File: config.mk
export PLATFORM = sky130hd
export DESIGN_NAME = picosoc_iomem_initiator
export DESIGN_NICKNAME = d
export VERILOG_FILES = /design/src/rtl/picosoc_iomem_initiator.sv
export SDC_FILE = /design/constraint.sdc
export NUM_CORES = 1
export LEC_CHECK = 0
export CORE_MARGIN = 1
export CORE_UTILIZATION = 49
export CTS_BUF_LIST = sky130_fd_sc_hd__clkbuf_2
export DETAILED_ROUTE_END_ITERATION = 12
export PLACE_DENSITY = 0.74
export SYNTH_ARGS = -nofsm -noshare
export SYNTH_HDL_FRONTEND = slang
export SYNTH_SLANG_ARGS = --single-unit
File: constraint.sdc
create_clock -name clk -period 4.63 [get_ports clk]
set_clock_uncertainty 0.05 [all_clocks]
set_input_delay 0.463 -clock clk [delete_from_list [all_inputs] [get_ports clk]]
set_output_delay 0.463 -clock clk [all_outputs]
set_load 0.01 [all_outputs]
File: src/rtl/picosoc_iomem_initiator.sv
// Buffered PicoSoC iomem bus initiator: queues register requests, runs them one
// at a time with a timeout, and returns exactly one response per request.
module picosoc_iomem_initiator #(
  parameter int FIFO_DEPTH     = 4,
  parameter int TIMEOUT_CYCLES = 256
) (
  input  logic                          clk,
  input  logic                          reset,
  input  logic                          req_valid,
  output logic                          req_ready,
  input  logic [31:0]                   req_addr,
  input  logic [31:0]                   req_wdata,
  input  logic [3:0]                    req_wstrb,
  output logic                          rsp_valid,
  input  logic                          rsp_ready,
  output logic [31:0]                   rsp_rdata,
  output logic                          rsp_error,
  output logic                          iomem_valid,
  output logic [3:0]                    iomem_wstrb,
  output logic [31:0]                   iomem_addr,
  output logic [31:0]                   iomem_wdata,
  input  logic                          iomem_ready,
  input  logic [31:0]                   iomem_rdata,
  output logic                          busy,
  output logic [$clog2(FIFO_DEPTH):0]   fifo_count,
  output logic [7:0]                    err_count
);
  localparam int AW = $clog2(FIFO_DEPTH);
  localparam int TW = $clog2(TIMEOUT_CYCLES);

  typedef struct packed {
    logic [31:0] addr;
    logic [31:0] wdata;
    logic [3:0]  wstrb;
  } req_t;

  typedef enum logic [1:0] {IDLE, ISSUE, RESP} state_e;

  req_t          mem_q [FIFO_DEPTH];
  logic [AW-1:0] wr_ptr_q, wr_ptr_d, rd_ptr_q, rd_ptr_d;
  logic [AW:0]   count_q, count_d;
  state_e        state_q, state_d;
  logic [TW-1:0] tmo_q, tmo_d;
  logic          iomem_valid_q, iomem_valid_d;
  logic [3:0]    iomem_wstrb_q, iomem_wstrb_d;
  logic [31:0]   iomem_addr_q, iomem_addr_d;
  logic [31:0]   iomem_wdata_q, iomem_wdata_d;
  logic          rsp_valid_q, rsp_valid_d;
  logic [31:0]   rsp_rdata_q, rsp_rdata_d;
  logic          rsp_error_q, rsp_error_d;
  logic [7:0]    err_count_q, err_count_d;

  logic full, push, pop, tmo_hit;
  req_t head;

  assign full    = (count_q == (AW+1)'(FIFO_DEPTH));
  assign push    = req_valid && !full;
  assign pop     = (state_q == IDLE) && (count_q != '0);
  assign tmo_hit = (tmo_q == TW'(TIMEOUT_CYCLES - 1));
  assign head    = mem_q[rd_ptr_q];

  // NOTE: the FIFO storage has no reset; pointers and count alone define validity,
  // so clearing the array would only cost reset fan-out.
  always_ff @(posedge clk) begin
    if (push) mem_q[wr_ptr_q] <= '{addr: req_addr, wdata: req_wdata, wstrb: req_wstrb};
  end

  always_comb begin
    wr_ptr_d = push ? wr_ptr_q + AW'(1) : wr_ptr_q;
    rd_ptr_d = pop  ? rd_ptr_q + AW'(1) : rd_ptr_q;
    unique case ({push, pop})
      2'b10:   count_d = count_q + (AW+1)'(1);
      2'b01:   count_d = count_q - (AW+1)'(1);
      default: count_d = count_q;
    endcase
  end

  // NOTE: every sequential assignment is non-blocking so all flops update from
  // the same pre-edge values regardless of statement order.
  always_ff @(posedge clk or posedge reset) begin
    if (reset) begin
      state_q       <= IDLE;
      wr_ptr_q      <= '0;
      rd_ptr_q      <= '0;
      count_q       <= '0;
      tmo_q         <= '0;
      iomem_valid_q <= 1'b0;
      iomem_wstrb_q <= '0;
      iomem_addr_q  <= '0;
      iomem_wdata_q <= '0;
      rsp_valid_q   <= 1'b0;
      rsp_rdata_q   <= '0;
      rsp_error_q   <= 1'b0;
      err_count_q   <= '0;
    end else begin
      state_q       <= state_d;
      wr_ptr_q      <= wr_ptr_d;
      rd_ptr_q      <= rd_ptr_d;
      count_q       <= count_d;
      tmo_q         <= tmo_d;
      iomem_valid_q <= iomem_valid_d;
      iomem_wstrb_q <= iomem_wstrb_d;
      iomem_addr_q  <= iomem_addr_d;
      iomem_wdata_q <= iomem_wdata_d;
      rsp_valid_q   <= rsp_valid_d;
      rsp_rdata_q   <= rsp_rdata_d;
      rsp_error_q   <= rsp_error_d;
      err_count_q   <= err_count_d;
    end
  end

  always_comb begin
    state_d = state_q;
    unique case (state_q)
      IDLE:    if (count_q != '0) state_d = ISSUE;
      ISSUE:   if (iomem_ready || tmo_hit) state_d = RESP;
      RESP:    if (rsp_ready) state_d = IDLE;
      default: state_d = IDLE;
    endcase
  end

  // NOTE: every output of this block gets a default first, so no path infers a latch.
  always_comb begin
    tmo_d         = tmo_q;
    iomem_valid_d = iomem_valid_q;
    iomem_wstrb_d = iomem_wstrb_q;
    iomem_addr_d  = iomem_addr_q;
    iomem_wdata_d = iomem_wdata_q;
    rsp_valid_d   = rsp_valid_q;
    rsp_rdata_d   = rsp_rdata_q;
    rsp_error_d   = rsp_error_q;
    err_count_d   = err_count_q;
    unique case (state_q)
      IDLE: if (pop) begin
        iomem_valid_d = 1'b1;
        iomem_addr_d  = head.addr;
        iomem_wdata_d = head.wdata;
        iomem_wstrb_d = head.wstrb;
        tmo_d         = '0;
      end
      ISSUE: begin
        // ready is checked first so a same-cycle ack beats the timeout
        if (iomem_ready) begin
          iomem_valid_d = 1'b0;
          rsp_rdata_d   = (iomem_wstrb_q == 4'h0) ? iomem_rdata : 32'h0;
          rsp_error_d   = 1'b0;
          rsp_valid_d   = 1'b1;
        end else if (tmo_hit) begin
          iomem_valid_d = 1'b0;
          rsp_rdata_d   = 32'h0;
          rsp_error_d   = 1'b1;
          rsp_valid_d   = 1'b1;
          if (err_count_q != 8'hFF) err_count_d = err_count_q + 8'd1;
        end else begin
          tmo_d = tmo_q + TW'(1);
        end
      end
      RESP: if (rsp_ready) rsp_valid_d = 1'b0;
      default: ;
    endcase
  end

  assign req_ready   = !full;
  assign rsp_valid   = rsp_valid_q;
  assign rsp_rdata   = rsp_rdata_q;
  assign rsp_error   = rsp_error_q;
  assign iomem_valid = iomem_valid_q;
  assign iomem_wstrb = iomem_wstrb_q;
  assign iomem_addr  = iomem_addr_q;
  assign iomem_wdata = iomem_wdata_q;
  assign busy        = (state_q != IDLE) || (count_q != '0);
  assign fifo_count  = count_q;
  assign err_count   = err_count_q;
endmodule

* Word level (Yosys, flattened, before mapping)
Memories as Yosys holds them, arrays and structs flattened. A register that Yosys moved wholly into a read port is not among the register bits.
Index checks and enable logic that the tools add are counted.
** Storage, ports and cells
- Register bits after elaboration :: 60
- Memory bits (writable) :: 272
- Input bits :: 105
- Output and inout bits :: 116
- Word-level logic and storage cells :: 75
- Memories kept :: 1
** Cells by class
- Add/subtract/negate cells :: 6
- Equal/unequal tests :: 14
- Muxes and demuxes :: 23
- Bitwise gates (word level) :: 1
- Reduce and logical (&&, ||, !) cells :: 20
** Memories
- mem_q :: depth 4, width 68, read ports 1, clocked after memory_dff 1, write ports 1, RTL line 39 : req_t mem_q [FIFO_DEPTH];
** Operators by type and width (count)
- $mux W32 :: 3
- $mux W8 :: 3
- $add A8 B1 Y8 const B :: 2
- $pmux W8 S2 :: 1
- $ne A2 B2 Y1 const B :: 5
- $reduce_bool A2 Y1 :: 5
- $mux W1 :: 9
- $reduce_and A3 Y1 :: 3
- $eq A8 B8 Y1 const B :: 1
- $ne A8 B8 Y1 const B :: 1
- $reduce_and A4 Y1 :: 2
- $mux W2 :: 3
- $pmux W2 S3 :: 1
- $pmux W3 S2 :: 1
- $add A2 B1 Y2 const B :: 2
- $eq A2 B1 Y1 const B :: 2
- $eq A2 B2 Y1 const B :: 2
- $logic_not A4 Y1 :: 1
- $pmux W1 S2 :: 2
- $reduce_and A2 Y1 :: 2
- $add A3 B1 Y3 const B :: 1
- $eq A3 B3 Y1 const B :: 1
- $ne A3 B3 Y1 const B :: 1
- $reduce_bool A3 Y1 :: 1
- other kinds (7) :: 9

* Logic depth before layout (Yosys ltp)
Gate-level depths: netlist of run 1.
- Depth in word-level cells :: 5
- Gate-level depth with buffers :: 11
- Gate-level depth less buffers :: 10

* Worst setup path after synthesis of run 1
Ideal clock, no wire load.
- Path type :: register to register
- From :: register count_q[0] (netlist: fifo_count[0])
- To :: memory mem_q[0][0] (netlist name), enable pin
- Setup time :: 0.434 ns
- Data arrival time :: 2.439 ns
- Path slack :: 1.707 ns
- Cell stages (with the launch flop) :: 4
- Path buffers :: 0
- Clock period less this slack :: 2.923 ns
- Cells stage by stage :: dfrtp_1 -> inv_1 -> nand3_1 -> and3_1
** On the way
- Longest elaborated chain between the ends :: 5
** Ends and longest elaborated chain
- from (decl) :: RTL line 41 : logic [AW:0] count_q, count_d;
- from (signal assigned) :: RTL line 99 : count_q <= count_d;
- $eq A3 B3 Y1 :: RTL line 56 : assign full = (count_q == (AW+1)'(FIFO_DEPTH));
- $logic_not A1 Y1
- named net req_ready :: RTL line 10 : output logic req_ready,
- $logic_and A1 B1 Y1 :: RTL line 57 : assign push = req_valid && !full;
- $mux W1 :: RTL line 65 : if (push) mem_q[wr_ptr_q] <= '{addr: req_addr, wdata: req_wdata, wstrb: req_wstrb};
- $mux W1 (implied by the code) :: RTL line 65
- to (decl) :: RTL line 39
The timed path passes the listed nets, and every way through them passes these cells.

* Worst setup path after layout of run 1
- From :: register tmo_q[0]
- To :: register rsp_rdata_q[5] (netlist: rsp_rdata[5])
** On the way
- Longest elaborated chain between the ends :: 3
** Ends and longest elaborated chain
- from (decl) :: RTL line 43 : logic [TW-1:0] tmo_q, tmo_d;
- from (signal assigned) :: RTL line 100 : tmo_q <= tmo_d;
- $eq A8 B8 Y1 :: RTL line 59 : assign tmo_hit = (tmo_q == TW'(TIMEOUT_CYCLES - 1));
- $reduce_bool A2 Y1 (no line)
- $reduce_and A2 Y1 (no line)
- to (signal assigned) :: RTL line 106 : rsp_rdata_q <= rsp_rdata_d;
- to (decl) :: RTL line 49 : logic [31:0] rsp_rdata_q, rsp_rdata_d;
Every way passes these cells.
A chain may end at the register's enable or synchronous reset.

==> results.sh, run 1 <==
export IMPL_global_route_overflow_total=0
export IMPL_post_detailed_route_drc_marker_count=0
export IMPL_final_cell_mix="sky130_fd_sc_hd__edfxtp_1 (272), sky130_fd_sc_hd__clkdlybuf4s50_1 (220), sky130_fd_sc_hd__nand2_1 (218)"
export IMPL_static_leakage_power_uw=0.00711
export IMPL_pin_count_of_the_biggest_net_entering_global_routing=103
export IMPL_grt_util_all_layers=0.204
export IMPL_placeable_core_area_sq_mm=0.0299
export IMPL_endpoint_kind="register"
export IMPL_clock_tree_root_cell="sky130_fd_sc_hd__clkbuf_2"
export IMPL_mappedNetlistArea_sq_mm=0.0150
export IMPL_kind_of_critical_path="reg -> reg"
export IMPL_insertion_delay_ns=0.87
export IMPL_synth_cells=871
export IMPL_place_gp_congestion=0.815
export IMPL_filler_cell_count=2305
export IMPL_cp_data_arrival_time_ns=3.79
export IMPL_cts_max_path_bufs=3
export IMPL_cts_inserted_buffers=95
export IMPL_req_time_crit_path_ns=5.29
export IMPL_cts_resized_gates=0
export IMPL_period_minus_slack_ns=3.13
export IMPL_post_place_cells=1447
export IMPL_vdd_ir_drop_max_mv=0.335
export IMPL_maxCapViolCount=0
export IMPL_routed_wl_microns=31000
export IMPL_utilization=0.618
export IMPL_maximum_operating_frequency_mhz=319
export IMPL_port_buffers=220
export IMPL_ff_latch_count_synth=400
export IMPL_chipWidth_microns=177
export IMPL_final_hold_violations=0
export IMPL_cts_htree_levels=3
export IMPL_vias=8596
export IMPL_cts_sinks=400
export IMPL_status="finished, final reports clean"
export IMPL_period_share=0.677
export IMPL_die_area_sq_mm=0.0313
export IMPL_setup_failing_eps_final=0
export IMPL_commonest_non_fill_non_tap_cell_in_the_layout="sky130_fd_sc_hd__edfxtp_1"
export IMPL_path_max_fanout=34
export IMPL_final_setup_tns_ns=0
export IMPL_reg2regPathDepth=5
export IMPL_detail_route_wl_per_cell_microns=19.1
export IMPL_area_growth_synth_to_final_pct=23.3
export IMPL_synth_cell_types=46
export IMPL_drt_initial_drc_count=636
export IMPL_synthesis_area_per_instance_sq_um=17.2
export IMPL_synth_flop_cell="sky130_fd_sc_hd__edfxtp_1"
export IMPL_antenna_found_initial=2
export IMPL_rrSetupSlack_ns=1.50
export IMPL_floorplan_io_pins=221
export IMPL_reg2reg_to="rsp_rdata[5]"
export IMPL_cp_start_kind="register"
export IMPL_placement_rows=63
export IMPL_synth_edff_count=272
export IMPL_routed_via_density=5.29
export IMPL_clk_transition_reported_paths_ns=0.14
export IMPL_async_flop_share=0.320
export IMPL_drive_above_1_share=0.195
export IMPL_layout_nets=1267
export IMPL_synth_top_area_frac=0.545
export IMPL_place_detailed_hpwl_microns=18200
export IMPL_netlist_top_cell_by_area="sky130_fd_sc_hd__edfxtp_1"
export IMPL_cts_hold_buffers_added=0
export IMPL_first_pass_grt_wire_length_microns=48500
export IMPL_power_per_cell_area_mw_per_mm2=621
export IMPL_initial_core_util=0.501
export IMPL_post_cts_buffers=0
export IMPL_net_count_after_synthesis=984
export IMPL_timing_max_transition_violations_final=0
export IMPL_stdcell_count=1625
export IMPL_detail_route_first_pass_iterations=5
export IMPL_drtAntennaViolNets=0
export IMPL_synth_warning_count=0
export IMPL_rsz0062_at_grt="no"
export IMPL_die_height_microns=177
export IMPL_synth_seq_area_share=0.759
export IMPL_clock_tree_from_tritoncts="done"
export IMPL_worst_slew_pin_transition_ns=1.20
export IMPL_timing_slew_headroom=0.201
export IMPL_netlist_top_cells_area="sky130_fd_sc_hd__edfxtp_1 (55%), sky130_fd_sc_hd__dfrtp_1 (21%), sky130_fd_sc_hd__mux4_2 (10%), sky130_fd_sc_hd__nand2_1 (5.5%), sky130_fd_sc_hd__a22o_1 (1.9%)"
export IMPL_hold_path_class="in -> async"
export IMPL_first_global_vias=8890
export IMPL_worstReg2RegStart="tmo_q[0]"
==> flip-flops by register name, indices dropped and copies added, names as in the netlist <==
signal and flops:
err_count 8, fifo_count 3, iomem_addr 32, iomem_valid 1, iomem_wdata 32, iomem_wstrb 4, mem_q 272, rd_ptr_q 2
rsp_error 1, rsp_rdata 32, rsp_valid 1, state_q 2, tmo_q 8, wr_ptr_q 2
==> synth_stat cells, drive strengths merged (2+ instances only) <==
cell type and count:
o21ai 4, nand2 218, inv 14, and3 7, or4 3, nand4b 2
dfrtp 128, nor3 2, a22o 32, and2 2, o211ai 6, mux4 68
edfxtp 272, o311ai 2, nor2 6, nand4 3, xor2 3, clkbuf 14
mux2i 3, mux2 3, ha 7, a21oi 7, xnor2 8, nor4 5
or2 2, nand3 11, buf 27, nand2b 2
==> critical path, stage by stage (launching register included) <==
cell and delay [ns]:
sky130_fd_sc_hd__dfrtp_1 0.44, sky130_fd_sc_hd__ha_1 0.28, sky130_fd_sc_hd__nand3_1 0.15, sky130_fd_sc_hd__o21bai_1 0.70, sky130_fd_sc_hd__nand2_1 0.89, sky130_fd_sc_hd__a22o_1 0.50
==> per-layer routing <==
metal,GRT usage,up-vias,share of wire
met5,0,-,0
met4,0.0733,0,0.021
met3,0.0597,61,0.083
met2,0.332,346,0.48
met1,0.262,4286,0.41
li1,-,3903,-
==> worst max-delay path by stage <==
| stage | start | endpoint | slack [ns] |
|---|---|---|---|
| 2_1_floorplan | reset | err_count[0] | 0.70 |
| 3_3_place_gp | tmo_q[0] | rsp_rdata[21] | 1.69 |
| 3_5_place_dp | tmo_q[0] | rsp_rdata[13] | 1.49 |
| 4_1_cts | tmo_q[0] | rsp_rdata[13] | 1.48 |
| 5_1_grt | tmo_q[0] | rsp_rdata[9] | 1.15 |
| 6_report | tmo_q[0] | rsp_rdata[5] | 1.50 |
==> layout make-up <==
class / count / area, sq um / area share
flip-flops and latches: 400 / 11400 / 0.616
multi-input cells: 416 / 3390 / 0.184
diodes: 2 / 5.00 / 0.000271
repair buffers: 227 / 2270 / 0.123
well taps: 390 / 488 / 0.0264
clock buffers: 141 / 706 / 0.0382
clock inverters: 35 / 171 / 0.00928
inverters: 14 / 57.6 / 0.00312
==> kinds of logic (layout without fill, tap and decap cells) <==
group / count (synthesis) / count (layout) / share of synthesized area
compound gates: 56 / 56 / 0.0290
xor+xnor: 11 / 11 / 0.00643
fa+ha+maj: 8 / 8 / 0.00718
buf+inv: 55 / 417 / 0.0161
flops: 400 / 400 / 0.759
mux: 74 / 74 / 0.106
other cells: 0 / 2 / 0
simple gates: 267 / 267 / 0.0757
==> per-stage QoR <==
step / hold slack, ns / setup slack, ns / cell area [sq um] / total power (uW)
floorplan: 0.462 / 0.704 / 15000 / 7660
global placement: 0.407 / 1.69 / 17600 / 9310
detailed placement: 0.415 / 1.49 / 17600 / 9400
CTS: 0.0575 / 1.48 / 18500 / 11600
global route: 0.0560 / 1.15 / 18500 / 12200
finish: 0.137 / 1.50 / 18500 / 11500
==> power by group <==
group | internal (uW) | switching, uW | leakage, uW
combinational | 1910 | 1830 | 0.00231
clock | 877 | 1340 | 0.000671
sequential | 4860 | 648 | 0.00413
No activity file was read; power rests on OpenSTA's default activity.
==> inputs of run 2 (changes only) <==
PLACE_DENSITY = 0.77   (was 0.74)
clock period = 2.6 ns   (was 4.63 ns; I/O delays follow)
==> results.sh, run 2 (synthesis gave the netlist of run 1 again) <==
export IMPL_place_worst_setup_slack_ns=0.300
export IMPL_place_gp_congestion=0.908
export IMPL_period_minus_slack_ns=2.39
export IMPL_rrSetupSlack_ns=0.21
export IMPL_detail_route_wl_per_cell_microns=19.2
export IMPL_worst_slew_pin_transition_ns=0.925
export IMPL_reg2reg_to="fifo_count[2]"
export IMPL_reg2regPathDepth=10
export IMPL_cp_start_kind="register"
export IMPL_maxCapViolCount=0
export IMPL_port_buffers=220
export IMPL_placement_rows=63
export IMPL_drive_above_1_share=0.211
export IMPL_min_path_cells=3
export IMPL_timing_final_ws_setup_ns=0.208
export IMPL_routed_via_density=5.21
export IMPL_clock_tree_root_cell="sky130_fd_sc_hd__clkbuf_2"
export IMPL_hold_path_class="in -> reg"
export IMPL_vdd_ir_drop_max_mv=0.700
export IMPL_first_pass_grt_wire_length_microns=52800
export IMPL_grt_util_all_layers=0.223
export IMPL_final_setup_tns_ns=0
export IMPL_vias=9143
export IMPL_final_hold_violations=0
export IMPL_die_height_microns=177
export IMPL_req_time_crit_path_ns=3.38
export IMPL_first_global_vias=9944
export IMPL_pin_count_of_the_biggest_net_entering_global_routing=71
export IMPL_global_route_overflow_total=0
export IMPL_static_leakage_power_uw=0.00774
export IMPL_hold_path_startpoint="req_valid"
export IMPL_timing_max_transition_violations_final=0
export IMPL_detail_route_first_pass_iterations=5
export IMPL_drt_initial_drc_count=656
export IMPL_placeable_core_area_sq_mm=0.0299
export IMPL_initial_core_util=0.501
export IMPL_area_growth_synth_to_final_pct=32.7
export IMPL_period_share=0.920
export IMPL_drtAntennaViolNets=0
export IMPL_rsz0062_at_grt="no"
export IMPL_largest_register_ffs=272
export IMPL_commonest_non_fill_non_tap_cell_in_the_layout="sky130_fd_sc_hd__edfxtp_1"
export IMPL_maximum_operating_frequency_mhz=418
export IMPL_floorplan_io_pins=221
export IMPL_cts_inserted_buffers=98
export IMPL_worstReg2RegStart="fifo_count[0]"
export IMPL_chipWidth_microns=177
export IMPL_hold_ws_ns=0.221
export IMPL_antenna_found_initial=2
export IMPL_status="finished, final reports clean"
export IMPL_die_area_sq_mm=0.0313
export IMPL_largest_register="mem_q"
export IMPL_holdPathEnd="wr_ptr_q[0]"
export IMPL_power_per_cell_area_mw_per_mm2=1060
export IMPL_post_detailed_route_drc_marker_count=0
export IMPL_endpoint_kind="register"
export IMPL_kind_of_critical_path="reg -> reg"
export IMPL_path_max_fanout=11
export IMPL_cp_data_arrival_time_ns=3.17
export IMPL_clk_transition_reported_paths_ns=0.10
export IMPL_insertion_delay_ns=0.90
export IMPL_timing_slew_headroom=0.383
export IMPL_setup_failing_eps_final=0
export IMPL_final_cell_mix="sky130_fd_sc_hd__edfxtp_1 (272), sky130_fd_sc_hd__nand2_1 (218), sky130_fd_sc_hd__clkdlybuf4s50_1 (218)"
export IMPL_clock_tree_from_tritoncts="done"
export IMPL_place_detailed_hpwl_microns=19900
export IMPL_cts_htree_levels=3
export IMPL_utilization=0.666
export IMPL_cts_max_path_bufs=3
export IMPL_routed_wl_microns=33700
export IMPL_cts_sinks=400
export IMPL_layout_nets=1396
run 2: power by group:
| group | leakage (uW) | switching, uW | internal [uW] |
|---|---|---|---|
| registers | 0.00413 | 957 | 8650 |
| logic | 0.00290 | 3660 | 3730 |
| clock network | 0.000713 | 2450 | 1700 |
| total | 0.00774 | 7070 | 14100 |
run 2: worst max-delay path by stage:
stage	startpoint	to	slack [ns]	depth (start not counted)
CTS	fifo_count[2]	busy	0.001	3
floorplan	fifo_count[0]	fifo_count[2]	0.25	11
global route	fifo_count[2]	fifo_count[2]	0.05	10
global placement	fifo_count[0]	fifo_count[2]	0.40	9
detailed placement	fifo_count[0]	fifo_count[2]	0.30	9
finish	fifo_count[0]	fifo_count[2]	0.21	10
run 2: metal layers:
| layer | global-route usage | vias up | wire length, microns |
|---|---|---|---|
| li1 | - | 4161 | - |
| met1 | 0.277 | 4526 | 13500 |
| met4 | 0.0754 | 0 | 643 |
| met3 | 0.0556 | 60 | 2530 |
| met2 | 0.383 | 396 | 17000 |
| met5 | 0 | - | 0 |
run 2: final cells by class:
type,instances,area [sq um]
Antenna cell,2,5.00
Fill cell,2066,9990
Timing Repair Buffer,353,3630
Clock inverter,24,148
Inverter,14,56.3
Clock buffer,156,781
Sequential cell,400,11400
Tap cell,390,488
Multi-Input combinational cell,416,3400
run 2: repair_timing:
action                     4_1_cts  5_1_grt
setup endpoints to repair        2        2
hold endpoints to repair       326        0
pin swaps                        1        0
setup buffers                    1        0
hold buffers                   103        0
gates resized for setup          4        3
run 2: critical path: stages, from the launching register on:
cell and delay [ns]:
sky130_fd_sc_hd__dfrtp_2 0.45, sky130_fd_sc_hd__nor3_4 0.05, sky130_fd_sc_hd__buf_4 0.14, sky130_fd_sc_hd__or3_4 0.34, sky130_fd_sc_hd__inv_2 0.20, sky130_fd_sc_hd__ha_1 0.22
sky130_fd_sc_hd__inv_1 0.06, sky130_fd_sc_hd__fa_1 0.37, sky130_fd_sc_hd__xor2_1 0.15, sky130_fd_sc_hd__nor2_1 0.13, sky130_fd_sc_hd__xor2_1 0.15
run 2: per-stage QoR:
stage / power, uW / instances / instance area [sq um]
after floorplan: 13600 / 871 / 15000
after global placement: 16800 / 1469 / 17900
after detailed placement: 17000 / 1469 / 17900
after CTS: 21400 / 1753 / 19900
after global routing: 22500 / 1755 / 19900
final: 21200 / 1755 / 19900
